**src/rtl/usart_bus_sequencer_if.sv**
```systemverilog
// Byte-wide register bus between the USART sequencer and the USARTn block.
// The sequencer is the master; the USART returns read data with out_en.
interface usart_bus_sequencer_if;
    logic [11:0] ram_Addr;
    logic        ramre;
    logic        ramwe;
    logic [7:0]  dbus_out;
    logic [7:0]  dbus_in;
    logic        out_en;

    modport master (
        output ram_Addr, ramre, ramwe, dbus_out,
        input  dbus_in, out_en
    );

    modport slave (
        input  ram_Addr, ramre, ramwe, dbus_out,
        output dbus_in, out_en
    );
endinterface

```
**src/rtl/usart_bus_sequencer.sv**
```systemverilog
// Configures a USARTn over the register bus, then polls UCSRnA and moves
// bytes between the TX/RX handshakes and UDRn.
module usart_bus_sequencer #(
    parameter logic [11:0] UDR_ADDR   = 12'h0C6,
    parameter logic [11:0] UCSRA_ADDR = 12'h0C0,
    parameter logic [11:0] UCSRB_ADDR = 12'h0C1,
    parameter logic [11:0] UCSRC_ADDR = 12'h0C2,
    parameter logic [11:0] UBRRH_ADDR = 12'h0C5,
    parameter logic [11:0] UBRRL_ADDR = 12'h0C4
) (
    input  logic                  cp2,
    input  logic                  ireset,
    input  logic                  cfg_start,
    input  logic [11:0]           cfg_ubrr,
    input  logic [7:0]            cfg_ucsra,
    input  logic [7:0]            cfg_ucsrb,
    input  logic [7:0]            cfg_ucsrc,
    output logic                  cfg_done,
    input  logic                  tx_valid,
    input  logic [7:0]            tx_data,
    output logic                  tx_ready,
    output logic                  rx_valid,
    output logic [7:0]            rx_data,
    output logic                  bus_err,
    usart_bus_sequencer_if.master bus
);

    typedef enum logic [3:0] {
        IDLE, CFG_H, CFG_L, CFG_A, CFG_C, CFG_B, POLL, RD_UDR, WR_UDR
    } state_t;

    state_t      state;
    state_t      state_nxt;
    logic [11:0] ubrr_q;
    logic [7:0]  ucsra_q;
    logic [7:0]  ucsrb_q;
    logic [7:0]  ucsrc_q;
    logic [7:0]  hold_q;
    logic        hold_full;
    logic        accept;

    assign cfg_done = (state == POLL) | (state == RD_UDR) | (state == WR_UDR);
    assign tx_ready = cfg_done & ~hold_full;
    assign accept   = tx_valid & tx_ready;

    always_ff @(posedge cp2 or posedge ireset) begin
        if (ireset) state <= IDLE;
        else        state <= state_nxt;
    end

    // UCSRnB goes last so TXEN/RXEN only rise once baud and framing are set
    always_comb begin
        state_nxt = state;
        if (cfg_start) begin
            state_nxt = CFG_H;
        end else begin
            unique case (state)
                IDLE:  state_nxt = IDLE;
                CFG_H: state_nxt = CFG_L;
                CFG_L: state_nxt = CFG_A;
                CFG_A: state_nxt = CFG_C;
                CFG_C: state_nxt = CFG_B;
                CFG_B: state_nxt = POLL;
                POLL: begin
                    if (!bus.out_en)                        state_nxt = POLL;
                    else if (bus.dbus_in[7])                state_nxt = RD_UDR;
                    else if (bus.dbus_in[5] && hold_full)   state_nxt = WR_UDR;
                    else                                    state_nxt = POLL;
                end
                RD_UDR: state_nxt = POLL;
                WR_UDR: state_nxt = POLL;
                default: state_nxt = IDLE;
            endcase
        end
    end

    always_comb begin
        bus.ram_Addr = 12'h000;
        bus.ramre    = 1'b0;
        bus.ramwe    = 1'b0;
        bus.dbus_out = 8'h00;
        unique case (state)
            CFG_H: begin
                bus.ramwe    = 1'b1;
                bus.ram_Addr = UBRRH_ADDR;
                bus.dbus_out = {4'b0000, ubrr_q[11:8]};
            end
            CFG_L: begin
                bus.ramwe    = 1'b1;
                bus.ram_Addr = UBRRL_ADDR;
                bus.dbus_out = ubrr_q[7:0];
            end
            CFG_A: begin
                bus.ramwe    = 1'b1;
                bus.ram_Addr = UCSRA_ADDR;
                bus.dbus_out = ucsra_q;
            end
            CFG_C: begin
                bus.ramwe    = 1'b1;
                bus.ram_Addr = UCSRC_ADDR;
                bus.dbus_out = ucsrc_q;
            end
            CFG_B: begin
                bus.ramwe    = 1'b1;
                bus.ram_Addr = UCSRB_ADDR;
                bus.dbus_out = ucsrb_q;
            end
            POLL: begin
                bus.ramre    = 1'b1;
                bus.ram_Addr = UCSRA_ADDR;
            end
            RD_UDR: begin
                bus.ramre    = 1'b1;
                bus.ram_Addr = UDR_ADDR;
            end
            WR_UDR: begin
                bus.ramwe    = 1'b1;
                bus.ram_Addr = UDR_ADDR;
                bus.dbus_out = hold_q;
            end
            default: ;
        endcase
    end

    // A restart discards any pending TX byte and any read completing now
    always_ff @(posedge cp2 or posedge ireset) begin
        if (ireset) begin
            ubrr_q    <= 12'h000;
            ucsra_q   <= 8'h00;
            ucsrb_q   <= 8'h00;
            ucsrc_q   <= 8'h00;
            hold_q    <= 8'h00;
            hold_full <= 1'b0;
            rx_valid  <= 1'b0;
            rx_data   <= 8'h00;
            bus_err   <= 1'b0;
        end else begin
            rx_valid <= 1'b0;
            if (cfg_start) begin
                ubrr_q    <= cfg_ubrr;
                ucsra_q   <= cfg_ucsra;
                ucsrb_q   <= cfg_ucsrb;
                ucsrc_q   <= cfg_ucsrc;
                hold_q    <= 8'h00;
                hold_full <= 1'b0;
                bus_err   <= 1'b0;
            end else begin
                if (state == POLL && !bus.out_en) bus_err <= 1'b1;
                if (state == RD_UDR) begin
                    if (bus.out_en) begin
                        rx_data  <= bus.dbus_in;
                        rx_valid <= 1'b1;
                    end else begin
                        bus_err <= 1'b1;
                    end
                end
                if (state == WR_UDR) begin
                    hold_q    <= 8'h00;
                    hold_full <= 1'b0;
                end
                if (accept) begin
                    hold_q    <= tx_data;
                    hold_full <= 1'b1;
                end
            end
        end
    end

endmodule
```
**src/flat_wrapper.sv**
```systemverilog
// flat-port wrapper written by rule: the top's interface ports become plain ports
module usart_bus_sequencer_flat 
#(
    parameter logic [11:0] UDR_ADDR   = 12'h0C6,
    parameter logic [11:0] UCSRA_ADDR = 12'h0C0,
    parameter logic [11:0] UCSRB_ADDR = 12'h0C1,
    parameter logic [11:0] UCSRC_ADDR = 12'h0C2,
    parameter logic [11:0] UBRRH_ADDR = 12'h0C5,
    parameter logic [11:0] UBRRL_ADDR = 12'h0C4
)
  (cp2, ireset, cfg_start, cfg_ubrr, cfg_ucsra, cfg_ucsrb, cfg_ucsrc, cfg_done, tx_valid, tx_data, tx_ready, rx_valid, rx_data, bus_err, bus_ram_Addr, bus_ramre, bus_ramwe, bus_dbus_out, bus_dbus_in, bus_out_en);
  usart_bus_sequencer_if bus_i ();
  input  logic cp2;
  input  logic ireset;
  input  logic cfg_start;
  input  logic [11:0] cfg_ubrr;
  input  logic [7:0] cfg_ucsra;
  input  logic [7:0] cfg_ucsrb;
  input  logic [7:0] cfg_ucsrc;
  output logic cfg_done;
  input  logic tx_valid;
  input  logic [7:0] tx_data;
  output logic tx_ready;
  output logic rx_valid;
  output logic [7:0] rx_data;
  output logic bus_err;
  output wire logic [$bits(bus_i.ram_Addr)-1:0] bus_ram_Addr;
  output wire logic [$bits(bus_i.ramre)-1:0] bus_ramre;
  output wire logic [$bits(bus_i.ramwe)-1:0] bus_ramwe;
  output wire logic [$bits(bus_i.dbus_out)-1:0] bus_dbus_out;
  input wire logic [$bits(bus_i.dbus_in)-1:0] bus_dbus_in;
  input wire logic [$bits(bus_i.out_en)-1:0] bus_out_en;
  assign bus_ram_Addr = bus_i.ram_Addr;
  assign bus_ramre = bus_i.ramre;
  assign bus_ramwe = bus_i.ramwe;
  assign bus_dbus_out = bus_i.dbus_out;
  assign bus_i.dbus_in = bus_dbus_in;
  assign bus_i.out_en = bus_out_en;
  usart_bus_sequencer #(.UDR_ADDR(UDR_ADDR), .UCSRA_ADDR(UCSRA_ADDR), .UCSRB_ADDR(UCSRB_ADDR), .UCSRC_ADDR(UCSRC_ADDR), .UBRRH_ADDR(UBRRH_ADDR), .UBRRL_ADDR(UBRRL_ADDR)) u_core (.cp2(cp2), .ireset(ireset), .cfg_start(cfg_start), .cfg_ubrr(cfg_ubrr), .cfg_ucsra(cfg_ucsra), .cfg_ucsrb(cfg_ucsrb), .cfg_ucsrc(cfg_ucsrc), .cfg_done(cfg_done), .tx_valid(tx_valid), .tx_data(tx_data), .tx_ready(tx_ready), .rx_valid(rx_valid), .rx_data(rx_data), .bus_err(bus_err), .bus(bus_i));
endmodule
```
**config.mk**
```make
export PLATFORM = sky130hd
export DESIGN_NAME = usart_bus_sequencer_flat
export DESIGN_NICKNAME = d
export VERILOG_FILES = /design/src/rtl/usart_bus_sequencer_if.sv /design/src/rtl/usart_bus_sequencer.sv /design/src/flat_wrapper.sv
export SDC_FILE = /design/constraint.sdc
export NUM_CORES = 1
export LEC_CHECK = 0
export CORE_MARGIN = 3
export CORE_UTILIZATION = 30
export DETAILED_ROUTE_END_ITERATION = 10
export SYNTH_ARGS = -nofsm -noshare
export SYNTH_HDL_FRONTEND = slang
export SYNTH_SLANG_ARGS = --single-unit
```
**constraint.sdc**
```tcl
create_clock -name cp2 -period 1.75 [get_ports cp2]
set_clock_uncertainty 0.15 [all_clocks]
set_input_delay 0.2625 -clock cp2 [delete_from_list [all_inputs] [get_ports cp2]]
set_output_delay 0.2625 -clock cp2 [all_outputs]
set_load 0.05 [all_outputs]
```
### After elaboration in Yosys (flattened, before gate mapping)

Cells that the tools add are included.
Widths: inputs -> output; s select.

* memories: 0
* bits in latches: 0
* bits in writable memories: 0
* output and inout port bits: 34
* register bits: 59
* word-level logic and storage cells: 56
* bits in read-only memories: 0

* divide/modulo/power cells: 0
* $add $sub $neg: 0
* $lt $le $gt $ge: 0
* bitwise logic cells: 6
* shift operators: 0
* reductions and logical operators: 10
* multiply operators: 0
* equality and inequality tests: 8
* mux-type cells: 22

Operators by type and width (number)
* $pmux 8 s6: 2
* $mux 8: 3
* $pmux 4 s6: 1
* $eq 4x3->1 const B: 4
* $mux 4: 4
* $mux 1: 12
* $eq 4x2->1 const B: 2
* $reduce_or 2->1: 3
* $reduce_or 6->1: 1
* $eq 4x1->1 const B: 1
* $eq 4x4->1 const B: 1
* $reduce_and 3->1: 1
* $reduce_bool 3->1: 1
* $reduce_or 3->1: 1
* $and 1x1->1: 2
* $logic_and 1x1->1: 2
* $not 1->1: 2
* $or 1x1->1: 2
* $logic_not 1->1: 1

### Longest topological paths before layout

Gate-level depths: netlist (run 1).

* depth after elaboration: 7
* depth in mapped cells: 6

### Least setup slack after synthesis (run 1)

Ideal clock, no wire load.

* path type: register -> output
* from: register u_core.state[0]
* to: output port bus_ram_Addr[7]
* cell stages (with the launch flop): 7
* data required time: 1337 ps
* buffers on the path: 4
* data arrival time: 2359 ps
* path slack: -1022 ps
* path through: dfrtp_1 > buf_6 > clkbuf_1 > clkbuf_1 > nor3_1 > xnor2_1 > buf_4

* cells in the longest elaborated chain, start to end: 3
* elaborated cells on any way between the ends: 11
* those cells by class: eq/ne: 8; mux: 1; reduce/logical: 2

Ends and longest elaborated chain
* start: declaration: RTL line usart_bus_sequencer.sv:32 `state_t state;`
* start signal: assignment: RTL line usart_bus_sequencer.sv:48 `else state <= state_nxt;`
* $eq 4x4->1 (tied with other cells): RTL line usart_bus_sequencer.sv:82 `unique case (state)`
* $reduce_or 2->1 (no source line)
* $pmux 8 s6 (*): RTL line usart_bus_sequencer.sv:82
* end: declaration: RTL line flat_wrapper.sv:27 `output wire logic [$bits(bus_i.ram_Addr)-1:0] bus_ram_Addr;`

Mark *: on every way between the ends. The rest lies on a longest branch, timed or not.

### Worst setup path in the final report (run 1)

* from: register u_core.state[0]
* to: output port tx_ready

* cells in the longest elaborated chain, start to end: 4
* elaborated cells on any way between the ends: 6
* those cells by class: eq/ne: 3; bitwise: 3

Ends and longest elaborated chain
* $eq 4x3->1: RTL line usart_bus_sequencer.sv:42 `assign cfg_done = (state == POLL) | (state == RD_UDR) | (state == WR_UDR);`
* $or 1x1->1: RTL line usart_bus_sequencer.sv:42
* $or 1x1->1 (*): RTL line usart_bus_sequencer.sv:42
* $and 1x1->1 (*): RTL line usart_bus_sequencer.sv:43 `assign tx_ready = cfg_done & ~hold_full;`
* end: declaration: RTL line flat_wrapper.sv:23 `output logic tx_ready;`

Marked as above.

==> impl_metrics.env, run 1 <==
export IMPL_setup_viol=36
export IMPL_die_area_um2=11300
export IMPL_leakagePower_nw=2.24
export IMPL_cpLargestDelayFamily="simple AND/OR/NAND/NOR gates"
export IMPL_switching_share=0.331
export IMPL_drv_cap=0
export IMPL_p_int_mw=3.37
export IMPL_cts_root_buffer="clkbuf_8"
export IMPL_syn_area_um2=3030
export IMPL_clockBufferDepth=2
export IMPL_nets=449
export IMPL_yosys_top_cells_area="dfrtp_1 49%, mux2_2 18%, a211o_1 2.3%"
export IMPL_syn2layout_area_growth_pct=73.0
export IMPL_report_final_slew_viol_count=0
export IMPL_violations="setup timing"
export IMPL_hold_violations=0
export IMPL_seqCellArea_um2=1480
export IMPL_cts_sinks=59
export IMPL_synth_ff_type="dfrtp_1"
export IMPL_critPathLaunchType="flip-flop"
export IMPL_dr_pass1_iters=4
export IMPL_synth_top_cell_by_area="dfrtp_1"
export IMPL_row_count=36
export IMPL_coreArea_um2=9770
export IMPL_grt_usage=0.149
export IMPL_crit_required_ps=1340
export IMPL_slowest_delay_ps=590
export IMPL_path_cells="buf_4 -> or4b_4 -> a21oi_4 -> buf_12"
export IMPL_first_iter_violations=159
export IMPL_post_place_ws_ps=-158
export IMPL_drive_gt1_frac=0.516
export IMPL_cts_max_level=3
export IMPL_die_w_um=106
export IMPL_crit_slowest_cell="or4b_4"
export IMPL_p_comb_frac=0.388
export IMPL_switchingPower_mw=1.67
export IMPL_vias_per_cell=4.81
export IMPL_wirelength_um=8530
export IMPL_yosysWarnings=0
export IMPL_io_pins=91
export IMPL_cts_buffers=9
export IMPL_die_h_um=106
export IMPL_synth_top_area_frac=0.488
export IMPL_synth_seq_area_share=0.488
export IMPL_start_util=0.310
export IMPL_ant_nets=0
export IMPL_cts_tree="yes"
export IMPL_p_per_area_nw_per_um2=962
export IMPL_synth_edf_count=0
export IMPL_cp_max_fo=5
export IMPL_diodes=0
export IMPL_min_period_over_period=1.28
export IMPL_critPathCaptureType="output port"
export IMPL_synth_cells=263
export IMPL_status="finished, violations left"
export IMPL_first_global_vias=2527
export IMPL_portBuffers=83
export IMPL_gp_congestion=0.829
export IMPL_pwr_share_seq=0.324
export IMPL_critPathArrivalTime_ps=1830
export IMPL_min_path_type="input pin to async pin"
export IMPL_period_minus_slack_ps=2250
export IMPL_synth_area_per_cell_um2=11.5
export IMPL_grt_max_degree=51
export IMPL_worst_path_buf_inv=2
export IMPL_synth_cell_types=44
export IMPL_design_area_um2=5240
export IMPL_p_clk_frac=0.288
export IMPL_clock_latency_ps=330
export IMPL_drc_errors=0
export IMPL_multiInputGateArea_um2=1700
export IMPL_critPathKind="flip-flop to output port"
export IMPL_async_flop_share=1.00
export IMPL_synth_seq_cells=59
export IMPL_num_vias=2547
export IMPL_fillers=842
export IMPL_finalWorstSetupSlack_ps=-496
export IMPL_dpl_hpwl_um=5970
export IMPL_grt_first_pass_wirelength_um=13200
export IMPL_wire_per_inst_um=16.1
export IMPL_rsz0062_at_grt="yes"
export IMPL_clk_pin_slew_ps=80
export IMPL_ir_drop_v=0.000748
export IMPL_placed_area_um2=4540
export IMPL_antenna_found_initial=0
export IMPL_max_freq_mhz=445
export IMPL_globalRouteOverflowTotal=0
-- layer usage --
metal  vias up  track usage  wire length (µm)
li1       1198            -                 -
met1      1268        0.200              3750
met2        69        0.237              4180
met3        12       0.0407               421
met4         0       0.0438               186
met5         -            0                 0
-- cells in the mapped netlist (all sizes together), types with 2 or more instances --
master and instances:
a32oi 4, nor3 3, nor3b 4, a21oi 13
a21o 2, a22o 2, a211o 8, o221ai 3
and3b 6, o21ai 7, nand2b 2, nor2b 2
a221o 2, mux2 49, nand3 7, clkbuf 15
buf 16, nor2 6, mux2i 6, o211ai 8
inv 13, nand2 10, dfrtp 59
-- worst paths after layout --
path	from	to	cells past startpoint	slack (ps)
max	u_core.state[0]$_DFF_PP0_	tx_ready	4	-500
min	ireset	u_core.ucsra_q[6]$_DFFE_PP0P_	2	90
max reg2reg	u_core.state[0]$_DFF_PP0_	u_core.hold_q[6]$_DFFE_PP0P_	6	-390
min reg2reg	u_core.ubrr_q[3]$_DFFE_PP0P_	u_core.ubrr_q[3]$_DFFE_PP0P_	1	360
max in group asynchronous	ireset	u_core.rx_data[5]$_DFFE_PP0P_	3	900
min in group cp2	cfg_start	u_core.hold_q[3]$_DFFE_PP0P_	3	300
-- placed cells by master (no fill, tap or decap), drive strengths merged, types with 2 or more instances in the layout --
master	synthesis	routed
nor2	6	6
clkdlybuf4s50	0	55
nand2b	2	2
buf	16	87
a221o	2	2
and3b	6	6
o221ai	3	3
o211ai	8	8
a21oi	13	13
clkinvlp	0	3
a32oi	4	4
nand3	7	7
a211o	8	8
nand2	10	10
a21o	2	2
nor3b	4	4
nor2b	2	2
conb	1	7
nor3	3	3
bufinv	0	2
clkbuf	15	12
a22o	2	2
dfrtp	59	59
inv	13	12
mux2	49	49
o21ai	7	7
mux2i	6	6
-- power groups by stage --
stage	registers [mW]	clock network (mW)	logic, mW
2_1_floorplan	1.79	0	0.878
3_3_place_gp	1.63	0	1.76
3_5_place_dp	1.64	0	1.77
5_1_grt	1.65	1.55	2.05
4_1_cts	1.62	1.49	1.85
6_report	1.63	1.45	1.96
-- what timing repair did --
item | CTS | global route
pin swaps | 6 | 14
resized for setup | 37 | 33
hold buffers | 0 | 0
setup buffers | 10 | 8
setup endpoints to repair | 33 | 35
cloned | 1 | 1
-- state kept, by name, summed over array words and instances, names as in the netlist --
register and cells:
u_core.rx_data 8, u_core.state 4, u_core.rx_valid 1, u_core.ucsrc_q 8, u_core.hold_q 8, u_core.ubrr_q 12, u_core.bus_err 1, u_core.ucsrb_q 8
u_core.hold_full 1, u_core.ucsra_q 8
-- area by class of cell --
type	count	area share
clock inverter	5	0.0160
timing repair buffer	143	0.304
sequential	59	0.283
inverter	13	0.0124
tap	133	0.0318
multi-input combinational	166	0.324
clock buffer	11	0.0289
-- through the flow --
stage	util	TNS, ps	power, mW	std cells	hold WS (ps)
floorplan	-	-805	2.67	269	212
global placement	0.464	-2410	3.39	494	341
detailed placement	0.464	-2660	3.41	494	340
CTS	0.511	-9140	4.96	521	98.3
global route	0.536	-13830	5.25	530	115
finish	0.536	-12090	5.04	530	93.5
-- worst register-to-register path: stages (launching register included) --
cell and delay, ps:
dfrtp_1 430, buf_4 160, or4b_4 590, buf_4 170
buf_4 140, a211o_1 300, a21oi_2 130
-- cell families after synthesis --
family / Yosys count / synth area share
buffers and inverters: 44 / 0.0703
AOI/OAI and AO/OA: 54 / 0.134
xor gates and xnor gates: 2 / 0.00579
and+or+nand+nor: 48 / 0.0988
muxes: 55 / 0.202
other: 1 / 0.00124
DFF: 59 / 0.488
(Power assumes the default switching activity.)
==> run 2, diff against run 1 <==
--- a/config.mk
+++ b/config.mk
@@ -5,6 +5,7 @@
 export SDC_FILE = /design/constraint.sdc
 export NUM_CORES = 1
 export LEC_CHECK = 0
+export ABC_CLOCK_PERIOD_IN_PS = 1750
 export CORE_MARGIN = 3
 export CORE_UTILIZATION = 30
 export DETAILED_ROUTE_END_ITERATION = 10
==> results of run 2 <==
Same layout as run 1: the final DEF is identical, and so are final timing and power.
==> variant 1: new RTL, settings of run 2 <==
Register the input `cfg_ucsrc` before use, cleared by the reset. The logic sees it one clock later. The other inputs are not delayed to match.
--- a/src/rtl/usart_bus_sequencer.sv
+++ b/src/rtl/usart_bus_sequencer.sv
@@ -30,2 +30,12 @@
     } state_t;
+
+    logic [7:0] cfg_ucsrc_q;
+
+    always_ff @(posedge cp2 or posedge ireset) begin
+        if (ireset) begin
+            cfg_ucsrc_q <= '0;
+        end else begin
+            cfg_ucsrc_q <= cfg_ucsrc;
+        end
+    end
 
@@ -142,3 +152,3 @@
                 ucsrb_q   <= cfg_ucsrb;
-                ucsrc_q   <= cfg_ucsrc;
+                ucsrc_q   <= cfg_ucsrc_q;
                 hold_q    <= 8'h00;
Check against the original RTL: not equivalent (a bounded check fails within 10 cycles, from zero or initial values and one cycle with ireset high).
==> variant 1 against run 2 <==
The run still ends with setup timing left; synthesized area increased by 6.4%; global-route usage increased by 0.12 points; sequential power increased by 15%; design area increased by 5.9%; sequential cell count increased by 8; final cell count increased by 4.3%; wire length increased by 1.8%; worst setup slack got worse by 0.018 ns; via count increased by 1.6%; total power increased by 19%; critical endpoint is now bus_dbus_out[3]; largest power group unchanged; highest routed layer unchanged.
==> variant 1: results (changes against run 2) <==
Layout
  • Clock network share of area: 4.62% (+0.13 points)
  • Repair and plain buffers: 157 (+9.8%)
  • Comb_multi_in: 164 (-1.2%)
  • Multi-input gate area: 1730 sq um (+2.0%)
  • FILL cells: 882 (+4.8%)
  • Final Core Density: 53.5% (-0.072 points)
  • Fraction of area in non-clock buffers: 29.8% (-0.58 points)
  • Share of layout cells above drive strength 1: 52.3% (+0.64 points)
  • Layout net count: 469 (+4.5%)
  • Sequential Area: 1680 sq um (+14%)

Place
  • Gp weighted congestion: 0.797 (-3.8%)
  • Placed Area: 4810 sq um (+5.9%)
  • Pre-CTS setup slack: -0.261 ns (-0.102 ns)
  • Post-DP HPWL: 5890 um (-1.4%)

STA
  • Worst Slack Setup Final: -0.513 ns (-0.0176 ns)
  • Setup TNS: -10.25 ns (+1.84 ns)
  • Setup violators final: 34 (-5.6%)

Synthesis
  • Synth top area cells: dfrtp_1 (52%), mux2_2 (17%), mux2i_1 (2.5%), a211o_1 (2.2%), buf_4 (1.9%)
  • Cells after synthesis: 268 (+1.9%)
  • Post-synthesis sequential area ratio: 52.0% (+3.3 points)

Power
  • Worst VDD drop: 493 uV (-34%)
  • Sw frac: 32.5% (-0.60 points)
  • Seq pwr share: 31.1% (-1.3 points)
  • Lkg Pwr: 2.37 nW (+5.8%)
  • Clk. pwr: 1.67 mW (+15%)
  • Tot Pwr: 6.00 mW (+19%)

Critical path
  • Worst path max stage delay: 0.44 ns (-0.15 ns)
  • Critical-path top delay cell: dfrtp_2
  • Worst EP arrival: 1.85 ns (+0.02 ns)
  • Crit Path Max Fanout: 7 (+2)
  • Top cell family by delay on the critical path: compound AO/OA/AOI/OAI gates

Run status
  • Failing checks: setup timing
  • Status: finished with violations

Global route
  • Routing usage on met3: 3.64% (-0.43 points)
  • Total Routing Usage GR: 15.1% (+0.12 points)
  • Grt met2 use: 23.1% (-0.56 points)
  • Largest net degree at the start of global routing: 68 (+33%)
  • Met1 Track Usage GR: 21.4% (+1.4 points)
  • Vias in the first global route: 2,688 (+6.4%)

Clocking
  • # Post-CTS Setup Buffers: 15 (+5)
  • PostCTS Resize Cnt: 46 (+24%)
  • CTS Sinks: 67 (+14%)

Min path
  • HP Class: input port to flip-flop

Route
  • DR vias: 2,589 (+1.6%)
  • Avg WL per Cell: 15.7 um (-2.4%)
  • Total routed wirelength: 8690 um (+1.8%)
  • Met3 Routed Length: 461 um (+9.5%)
  • Post-Route M1 WL: 4120 um (+9.8%)
  • Wire length on met2: 4070 um (-2.6%)

Die
  • Cell Rows: 37 (+2.8%)
## variant 1: changes by cell type after synthesis, sizes merged, moves of 3 or more
cell,change
buf,+3
nand3,-5
a21oi,+3
clkbuf,-4
nor2,-3
o21ai,-3
dfrtp,+8
a32oi,-4
## variant 1: kinds of logic after synthesis
logic type	Yosys count	share of synthesized area (%)
XOR/XNOR	2	0.544
buffers and inverters	43	6.52
other	1	0.116
AND/OR/NAND/NOR	44	8.70
multiplexers	57	19.6
flip-flops	67	52.0
AO/OA/AOI/OAI	54	12.5
## variant 1: final timing paths
path | start | end | slack, ns | depth (start not counted)
worst min-delay path | cfg_start | u_core.rx_valid | 0.14 | 3
worst max-delay path | u_core.state[2] | bus_dbus_out[3] | -0.51 | 5
min in group asynchronous | ireset | u_core.ucsrc_q[1] | 0.22 | 3
max in group asynchronous | ireset | u_core.state[2] | 0.94 | 3
worst min register to register | u_core.cfg_ucsrc_q[3] | u_core.ucsrc_q[3] | 0.33 | 1
worst max register to register | u_core.state[0] | u_core.hold_q[5] | -0.37 | 6
==> variant 2: new RTL, settings of run 2 <==
Made on the original files. Re-encode `state_t` (9 states) as Gray code, 4 bits wide.
--- a/src/rtl/usart_bus_sequencer.sv
+++ b/src/rtl/usart_bus_sequencer.sv
@@ -28,3 +28,3 @@
     typedef enum logic [3:0] {
-        IDLE, CFG_H, CFG_L, CFG_A, CFG_C, CFG_B, POLL, RD_UDR, WR_UDR
+        IDLE = 4'b0000, CFG_H = 4'b0001, CFG_L = 4'b0011, CFG_A = 4'b0010, CFG_C = 4'b0110, CFG_B = 4'b0111, POLL = 4'b0101, RD_UDR = 4'b0100, WR_UDR = 4'b1100
     } state_t;
Check against the original RTL: no difference found for any inputs over 10 cycles, from zero or initial values and one cycle with ireset high; not proved beyond that.
==> variant 2 against run 2 <==
The run still ends with setup timing left; design area down 9.1%; combinational power up 6%; synthesized area down 2.5%; count of clock-buffer cells in the layout down 1; hold slack worse by 0.011 ns; total power down 0.70%; sequential cell count unchanged; worst setup slack worse by 0.0077 ns; register-to-register slack better by 0.26 ns; wire length down 12%; largest cell class unchanged.
==> variant 2: results (changes against run 2) <==
Place
  • Gp weighted congestion: 0.792 (-4.5%)
  • Post-DP HPWL: 5390 um (-9.7%)
  • Port-buffer cells: 83 (unchanged)
  • Pre-CTS setup slack: -0.261 ns (-0.103 ns)
  • Placed Area: 4270 sq um (-6.0%)
  • Placed Cells incl. Taps: 448 (-9.3%)

Min path
  • HP Class: input port to flip-flop

Synthesis
  • Post-synthesis mux area share: 24.3% (+4.1 points)
  • Post-Synth XOR/XNOR Area: 0% (-0.58 points)
  • Count of different cell masters after synthesis: 42 (-4.5%)
  • Synth top area cells: dfrtp_1 (50%), mux2_2 (18%), mux4_2 (3.1%), mux2i_1 (2.7%), buf_4 (2.3%)
  • Post-synthesis compound-gate area fraction: 7.00% (-6.4 points)
  • Most instantiated cells after synthesis: dfrtp_1 (59), mux2_2 (46), nand2b_1 (10), buf_4 (9)
  • Avg Cell Area, Syn: 13.0 sq um (+13%)
  • Post-synthesis sequential area ratio: 50.0% (+1.3 points)

Layout
  • Area Growth Syn to Fin: 61.4%
  • Layout net count: 399 (-11%)
  • Post-Layout Cell Count: 476 (-10%)
  • FILL cells: 839 (-0.36%)
  • Share of layout cells above drive strength 1: 49.6% (-2.1 points)
  • Most flop-heavy register: u_core.ubrr_q

Critical path
  • Critical-path top delay cell: dfrtp_2
  • Crit Path Max Fanout: 6 (+1)
  • Worst path max stage delay: 0.45 ns (-0.14 ns)

Power
  • Worst VDD drop: 720 uV (-3.6%)
  • Lkg Pwr: 2.07 nW (-7.7%)

Global route
  • Largest net degree at the start of global routing: 60 (+18%)
  • Vias in the first global route: 2,356 (-6.8%)
  • First-pass GRT wire length: 12,200 um (-7.7%)
  • Initial antenna violation count: 0 (unchanged)
  • Total Routing Usage GR: 14.1% (-0.80 points)

Route
  • Total routed wirelength: 7550 um (-12%)
  • TritonRoute pass-1 iters: 4 (unchanged)
  • DR vias: 2,229 (-12%)
  • 1st-iter DRT viols: 52 (-67%)

STA
  • Setup violators final: 27 (-25%)
  • Worst Slack Setup Final: -0.503 ns (-0.00774 ns)
  • Setup TNS: -7.64 ns (+4.45 ns)

Run status
  • Failing checks: setup timing
  • Status: finished with violations

Clocking
  • CTS max path bufs: 2 (unchanged)
variant 2: cell count changes after synthesis, sizes merged, moves of 7 or more:
cell	run 2	this run
nand3	7	0
o211ai	8	0
nand2b	2	11
nand3b	1	8
clkbuf	15	5
inv	13	5
a21oi	13	6
a211o	8	0
nand2	10	2
variant 2: layout make-up:
type / instances / share of cell area, %
multi-input cells: 145 / 32.5
flip-flops and latches: 59 / 31.1
repair buffers: 122 / 28.2
well taps: 129 / 3.39
clock buffers: 10 / 2.68
clock inverters: 6 / 1.68
inverters: 5 / 0.473
variant 2: kinds of logic after synthesis:
group / count (synthesis)
and+or+nand+nor: 48
DFF: 59
AOI/OAI and AO/OA: 29
buffers and inverters: 30
other: 1
muxes: 60
variant 2: power by group:
part | switching [mW] | total (mW) | internal (mW)
clock network | 0.527 | 1.32 | 0.791
logic | 1.04 | 2.07 | 1.04
registers | 0.0989 | 1.61 | 1.51
variant 2: timing repair:
action / CTS / global route
resized for setup: 29 / 16
buffers inserted: 8 / 2
setup endpoints to repair: 35 / 36
gates cloned: 2 / 1
pin swaps: 9 / 2
variant 2: critical path, delay by kind of cell (launching register included):
family                 cells  cell delay [ns]
multiplexers               1             0.29
flip-flops                 1             0.45
buffers and inverters      2             0.30
AO/OA/AOI/OAI              2             0.47
variant 2: worst paths after layout:
| kind | cells past startpoint | from | slack, ns | end |
|---|---|---|---|---|
| worst min register to register | 1 | u_core.ubrr_q[11] | 0.35 | u_core.ubrr_q[11] |
| worst min-delay path | 2 | cfg_start | 0.08 | u_core.state[0] |
| min in group asynchronous | 3 | ireset | 0.19 | u_core.state[3] |
| max in group asynchronous | 3 | ireset | 0.95 | u_core.state[2] |
| worst max-delay path | 5 | u_core.state[2] | -0.50 | bus_dbus_out[1] |
| worst max register to register | 6 | u_core.state[0] | -0.13 | u_core.hold_q[0] |
variant 2: per-layer routing:
layer / GRT usage [%] / part of all wire [%]
met1: 17.7 / 43
met2: 23.8 / 53
met3: 2.53 / 2.9
met4: 6.19 / 1.6
met5: 0 / 0
